File: src/rtl/program_loader.sv
// program_loader: boot-time loader that streams a word image into MEMORY.
//
// Byte stream format: one count byte N (N=0 means 2^ADDR_WIDTH words), then
// N 16-bit words sent high byte first. Each assembled word is written through
// the MAR/data/EN/CS port in a single one-cycle WRITE. The CPU is held stopped
// (cpu_run=0) until the session completes.
//
// Optional feature macro: LOADER_CHECKSUM_EN
//   When defined, one extra byte follows the last word. It must equal the XOR
//   of the count byte and every data byte. A mismatch ends in ERROR. Words
//   already written stay in memory.
//   When undefined, there is no CHECK state and error is tied to 0.
//
// Handshake: a byte transfers on a rising edge where in_valid and in_ready are
// both 1. in_ready is registered and depends only on state, never on in_valid.
// The sender may hold in_valid low for any length of time; the loader waits.
//
// The count byte is zero-extended into an ADDR_WIDTH+1 bit counter, so
// ADDR_WIDTH must be at least 7.

module program_loader #(
  parameter int                    ADDR_WIDTH = 8,
  parameter int                    DATA_WIDTH = 16,
  parameter logic [ADDR_WIDTH-1:0] START_ADDR = '0
) (
  input  logic                  clock,
  input  logic                  reset,
  input  logic                  start,
  input  logic [7:0]            in_data,
  input  logic                  in_valid,
  output logic                  in_ready,
  output logic [ADDR_WIDTH-1:0] mem_addr,
  output logic [DATA_WIDTH-1:0] mem_data,
  output logic                  mem_en,
  output logic                  mem_cs,
  output logic                  cpu_run,
  output logic                  busy,
  output logic                  done,
  output logic                  error,
  output logic [ADDR_WIDTH:0]   words_loaded,
  output logic [2:0]            debug_state
);

  typedef enum logic [2:0] {
    S_IDLE      = 3'd0,
    S_GET_COUNT = 3'd1,
    S_GET_HI    = 3'd2,
    S_GET_LO    = 3'd3,
    S_WRITE     = 3'd4,
    S_CHECK     = 3'd5,
    S_DONE      = 3'd6,
    S_ERROR     = 3'd7
  } state_e;

  // A count byte of zero stands for the full address space.
  localparam logic [ADDR_WIDTH:0] CNT_MAX = {1'b1, {ADDR_WIDTH{1'b0}}};
  localparam logic [ADDR_WIDTH:0] WL_ONE  = {{ADDR_WIDTH{1'b0}}, 1'b1};
  localparam logic [ADDR_WIDTH-1:0] ADDR_ONE = {{(ADDR_WIDTH-1){1'b0}}, 1'b1};

  state_e                  state_q, state_d;
  logic                    in_ready_q;
  logic                    busy_q;
  logic                    mem_cs_q;
  logic                    mem_en_q;
  logic                    done_q;
  logic                    cpu_run_q;
  logic [ADDR_WIDTH-1:0]   mem_addr_q;
  logic [DATA_WIDTH-1:0]   mem_data_q;
  logic [7:0]              hi_q;
  logic [ADDR_WIDTH:0]     count_q;
  logic [ADDR_WIDTH:0]     words_loaded_q;
  logic [ADDR_WIDTH:0]     words_next;
  logic                    accept;
  logic                    session_start;

`ifdef LOADER_CHECKSUM_EN
  logic                    error_q;
  logic [7:0]              csum_q;
`endif

  // A byte is consumed only in a receiving state with the sender offering one.
  assign accept        = in_ready_q & in_valid;
  // start is honoured only while no session is in progress.
  assign session_start = start & ~busy_q;
  assign words_next    = words_loaded_q + WL_ONE;

  // Next-state selection for the load sequence.
  always_comb begin
    state_d = state_q;
    case (state_q)
      S_IDLE, S_DONE, S_ERROR: begin
        if (start) state_d = S_GET_COUNT;
      end
      S_GET_COUNT: begin
        if (accept) state_d = S_GET_HI;
      end
      S_GET_HI: begin
        if (accept) state_d = S_GET_LO;
      end
      S_GET_LO: begin
        if (accept) state_d = S_WRITE;
      end
      S_WRITE: begin
        if (words_next < count_q) begin
          state_d = S_GET_HI;
        end else begin
`ifdef LOADER_CHECKSUM_EN
          state_d = S_CHECK;
`else
          state_d = S_DONE;
`endif
        end
      end
`ifdef LOADER_CHECKSUM_EN
      S_CHECK: begin
        if (accept) state_d = (in_data == csum_q) ? S_DONE : S_ERROR;
      end
`endif
      default: state_d = S_IDLE;
    endcase
  end

  // State register, registered Moore outputs and the load datapath.
  always_ff @(posedge clock) begin
    if (reset) begin
      state_q        <= S_IDLE;
      in_ready_q     <= 1'b0;
      busy_q         <= 1'b0;
      mem_cs_q       <= 1'b0;
      mem_en_q       <= 1'b0;
      done_q         <= 1'b0;
      cpu_run_q      <= 1'b0;
      mem_addr_q     <= START_ADDR;
      mem_data_q     <= '0;
      hi_q           <= 8'd0;
      count_q        <= '0;
      words_loaded_q <= '0;
`ifdef LOADER_CHECKSUM_EN
      error_q        <= 1'b0;
      csum_q         <= 8'd0;
`endif
    end else begin
      state_q    <= state_d;
      // Outputs are decoded from the state being entered so that they line
      // up with state_q in the following cycle without a combinational path.
      in_ready_q <= (state_d == S_GET_COUNT) || (state_d == S_GET_HI) ||
                    (state_d == S_GET_LO)    || (state_d == S_CHECK);
      busy_q     <= !((state_d == S_IDLE) || (state_d == S_DONE) ||
                      (state_d == S_ERROR));
      mem_cs_q   <= (state_d == S_WRITE);
      mem_en_q   <= (state_d == S_WRITE);
      done_q     <= (state_d == S_DONE);
      cpu_run_q  <= (state_d == S_DONE);
`ifdef LOADER_CHECKSUM_EN
      error_q    <= (state_d == S_ERROR);
`endif

      // A new session restarts addressing and counting from scratch.
      if (session_start) begin
        mem_addr_q     <= START_ADDR;
        words_loaded_q <= '0;
`ifdef LOADER_CHECKSUM_EN
        csum_q         <= 8'd0;
`endif
      end

      if (accept) begin
`ifdef LOADER_CHECKSUM_EN
        if (state_q != S_CHECK) csum_q <= csum_q ^ in_data;
`endif
        case (state_q)
          S_GET_COUNT: begin
            count_q <= (in_data == 8'd0) ? CNT_MAX
                                         : {{(ADDR_WIDTH-7){1'b0}}, in_data};
          end
          S_GET_HI: hi_q <= in_data;
          // mem_data only changes here, so it holds steady outside WRITE.
          S_GET_LO: mem_data_q <= {hi_q, in_data};
          default: ;
        endcase
      end

      // The write completes at the edge leaving WRITE; advance past it.
      if (state_q == S_WRITE) begin
        mem_addr_q     <= mem_addr_q + ADDR_ONE;
        words_loaded_q <= words_next;
      end
    end
  end

  assign in_ready     = in_ready_q;
  assign busy         = busy_q;
  assign mem_cs       = mem_cs_q;
  assign mem_en       = mem_en_q;
  assign done         = done_q;
  assign cpu_run      = cpu_run_q;
  assign mem_addr     = mem_addr_q;
  assign mem_data     = mem_data_q;
  assign words_loaded = words_loaded_q;
  assign debug_state  = state_q;
`ifdef LOADER_CHECKSUM_EN
  assign error        = error_q;
`else
  assign error        = 1'b0;
`endif

endmodule
File: config.mk
export PLATFORM = sky130hd
export DESIGN_NAME = program_loader
export DESIGN_NICKNAME = d
export VERILOG_FILES = /design/src/rtl/program_loader.sv
export SDC_FILE = /design/constraint.sdc
export NUM_CORES = 1
export LEC_CHECK = 0
export BUFFER_PORTS_ARGS = -buffer_cell sky130_fd_sc_hd__buf_2
export CAP_MARGIN = 15
export CORE_UTILIZATION = 40
export DETAILED_ROUTE_END_ITERATION = 6
export PLACE_DENSITY_LB_ADDON = 0.05
export RECOVER_POWER = 25
export SLEW_MARGIN = 15
export SYNTH_ARGS = -nofsm -noshare
export SYNTH_HDL_FRONTEND = slang
export SYNTH_SLANG_ARGS = --single-unit
File: constraint.sdc
create_clock -name clock -period 2.85 [get_ports clock]
set_input_delay 0.1425 -clock clock [delete_from_list [all_inputs] [get_ports clock]]
set_output_delay 0.1425 -clock clock [all_outputs]
set_load 0.02 [all_outputs]
==> impl_metrics.py <==
metrics = {
    "run_status": {
        "status": "complete, no violations",
    },
    "cts": {
        "clk_pin_slew_ns": 0.07,
        "ctsResizeCount": 0,
        "cts_sinks": 57,
        "h-tree-depth": 3,
        "clkLatencyLatePin_ns": 0.33,
        "cts_setup_buffers": 0,
        "cts_hold_buf": 0,
        "clockBufferDepth": 2,
        "cts_root_buffer": "clkbuf_8",
        "cts_tree": "built",
        "cts_made_buffers": 9,
    },
    "setup_path": {
        "path_class": "reg -> reg",
        "cpMaxStageDelayCell": "dfxtp_1",
        "crit_fanout": 7,
        "cp_slowest_stage_delay_ns": 0.45,
        "cp_common_cell": "ha_1",
        "cp-start-kind": "flop",
        "critPathCaptureType": "flop",
        "rr_endpoint": "cpu_run$_SDFF_PP0_",
        "worst_ep_arrival_time_ns": 2.77,
        "rr_startpoint": "words_loaded[0]$_SDFFE_PP0P_",
        "path_cells": "ha_1, nand3_1, nor3_1, xor2_1, ha_1, nand4_1, o41a_1, and2_4, nor3_2",
        "worstPathRequired_ns": 3.11,
        "reg2reg_slack_ns": 0.35,
        "crit_start": "words_loaded[0]$_SDFFE_PP0P_",
        "r2r_cells": 9,
    },
    "synth": {
        "ys_seq_elements": 57,
        "syn_area_um2": 2530,
        "yosysUniqueCellTypes": 41,
        "synth-edff-count": 0,
        "post-synth-top-count-cell": "dfxtp_1",
        "synth_area_leader_cell": "dfxtp_1",
        "synthTopCellsByCount": "dfxtp_1, nor2_1, nand2_1, a21oi_1, inv_1",
        "syn_inst": 301,
        "synth_ff_type": "dfxtp_1",
        "synth_top_area_frac": 0.451,
        "ys_warn_count": 0,
        "syn_avg_cell_area_um2": 8.40,
        "syn_nets": 323,
        "yosysSeqAreaShare": 0.451,
        "async_flop_share": 0,
        "netlist_top_cells_area": "dfxtp_1, nor2_1, a21oi_1, nand2_1, ha_1",
    },
    "floorplan": {
        "placementRows": 28,
        "core_region_area_um2": 6030,
        "die_y_um": 81.5,
        "die-area_um2": 6640,
        "die_w_um": 81.5,
        "ios": 55,
        "initial_utilization": 0.420,
    },
    "sta": {
        "worst_slack_ns": 0.345,
        "max_freq_mhz": 399,
        "maxSlewHeadroom": 0.532,
        "hold_viol": 0,
        "period_share": 0.879,
        "final-setup-viol-count": 0,
        "min_period_ns": 2.50,
        "rsz0062_at_grt": "no",
        "slew_viol_final": 0,
        "skew_ns": 0.00851,
        "tightest_slew_ns": 0.696,
        "tns_ns": 0,
    },
    "power_and_ir_drop": {
        "cellLeakagePower_nw": 1.20,
        "ir_drop_mv": 0.325,
        "cellPowerDensity_nw_per_um2": 611,
    },
    "layout": {
        "antennaDiodeCount": 0,
        "final_nets": 374,
        "fin_cells": 432,
        "drive_gt1_frac": 0.165,
        "synthToLayoutAreaGrowth_pct": 20.0,
        "n_fill_cell": 612,
    },
    "route": {
        "avgRoutedWirePerCell_um": 13.6,
        "viasPerCell": 5.04,
        "routed_wl_um": 5870,
        "dr.pass1.iters": 4,
        "drcViolationCount": 0,
        "first_iter_violations": 83,
        "num_vias": 2177,
        "ant_nets": 0,
    },
    "global_route": {
        "grt_antenna_before_repair": 0,
        "grt_max_degree": 34,
        "grt_pass1_vias": 1933,
        "track_usage": 0.196,
        "grt-ovfl-total": 0,
        "grt_pass1_wl_um": 9580,
    },
    "place": {
        "port_buffers": 53,
        "gp_congestion": 0.757,
        "pre_cts_ws_ns": 0.360,
        "dp.cells": 416,
        "dpl.hpwl_um": 4130,
    },
    "worst_hold_path": {
        "min_path_type": "in -> reg",
        "whs_path_depth": 3,
        "holdPathEnd": "mem_data[3]$_SDFFE_PP0P_",
        "min-delay-start": "in_data[3]",
    },
    "job": {
        "drv_cap": 0,
    },
}
## where the power goes
part | internal (mW) | switching [mW] | total (mW)
Clock | 0.600 | 0.331 | 0.931
Sequential | 0.807 | 0.0124 | 0.820
Combinational | 0.0348 | 0.0695 | 0.104
Total | 1.44 | 0.413 | 1.85
## critical path: cells and delay by family, from the launching register on
| family | cells | cell delay, ns |
|---|---|---|
| and+or+nand+nor | 5 | 0.87 |
| adders and majority gates | 2 | 0.61 |
| DFF | 1 | 0.45 |
| AOI/OAI and AO/OA | 1 | 0.37 |
| xor gates and xnor gates | 1 | 0.13 |
## through the flow
stage | cell area, um2 | hold slack [ns] | util | power (mW)
floorplan | 2530 | 0.279 | - | 0.908
global placement | 2820 | 0.438 | 0.468 | 0.943
detailed placement | 2820 | 0.432 | 0.468 | 0.944
CTS | 3070 | 0.0688 | 0.509 | 1.88
global route | 3040 | 0.0833 | 0.504 | 1.92
finish | 3040 | 0.0824 | 0.504 | 1.85
## metal layers
layer / track usage / routed length, um / part of all wire
met5: 0 / 0 / 0
met4: 0.0911 / 63 / 0.011
met3: 0.0467 / 221 / 0.038
met2: 0.301 / 2660 / 0.45
met1: 0.259 / 2920 / 0.50
## placed cells by master, fill, tap and decap left out, drive strengths merged
cell type  instances
dfxtp             57
nor2              47
nand2             45
a21oi             36
buf               34
clkbuf            34
inv               11
ha                10
mux2i              8
o21ai              8
a22oi              8
nand3              6
xor2               5
xnor2              5
nand4              4
a31oi              3
nor2b              3
nand3b             3
bufinv             3
clkinv             3
a21o               3
nor3               3
nor4               3
o221ai             2
and3               2
and4               1
nand4b             1
and4b              1
or3b               1
o41a               1
nor3b              1
and2               1
mux2               1
or2                1
o31ai              1
conb               1
## cell families after synthesis
kind of cell	Yosys count	synth area share
fa+ha+maj	10	0.0495
simple gates	123	0.227
other cells	1	0.00148
flops	57	0.451
mux	9	0.0361
xor+xnor	10	0.0346
compound gates	62	0.143
buf+inv	29	0.0569
## final cells by class
class | count | area [um2] | area share
Multi-Input combinational cell | 215 | 1240 | 0.410
Tap cell | 75 | 93.8 | 0.0309
Clock inverter | 6 | 105 | 0.0346
Sequential cell | 57 | 1140 | 0.376
Clock buffer | 10 | 138 | 0.0453
Inverter | 11 | 41.3 | 0.0136
Timing Repair Buffer | 58 | 273 | 0.0899
## registers in the layout (all words and copies together) (netlist names)
signal        count
mem_addr          8
debug_state       3
in_ready          1
busy              1
count_q           9
mem_en            1
mem_data         16
cpu_run           1
words_loaded      9
hi_q              8
## worst max-delay path by stage
| stage | cells past startpoint | slack (ns) | end |
|---|---|---|---|
| after global placement | 10 | 0.51 | cpu_run$_SDFF_PP0_ |
| after CTS | 9 | 0.33 | cpu_run$_SDFF_PP0_ |
| after floorplan | 9 | 0.49 | cpu_run$_SDFF_PP0_ |
| after global routing | 10 | 0.12 | mem_en$_SDFF_PP0_ |
| final | 9 | 0.35 | cpu_run$_SDFF_PP0_ |
| after detailed placement | 9 | 0.36 | mem_en$_SDFF_PP0_ |
(Power assumes the default switching activity.)
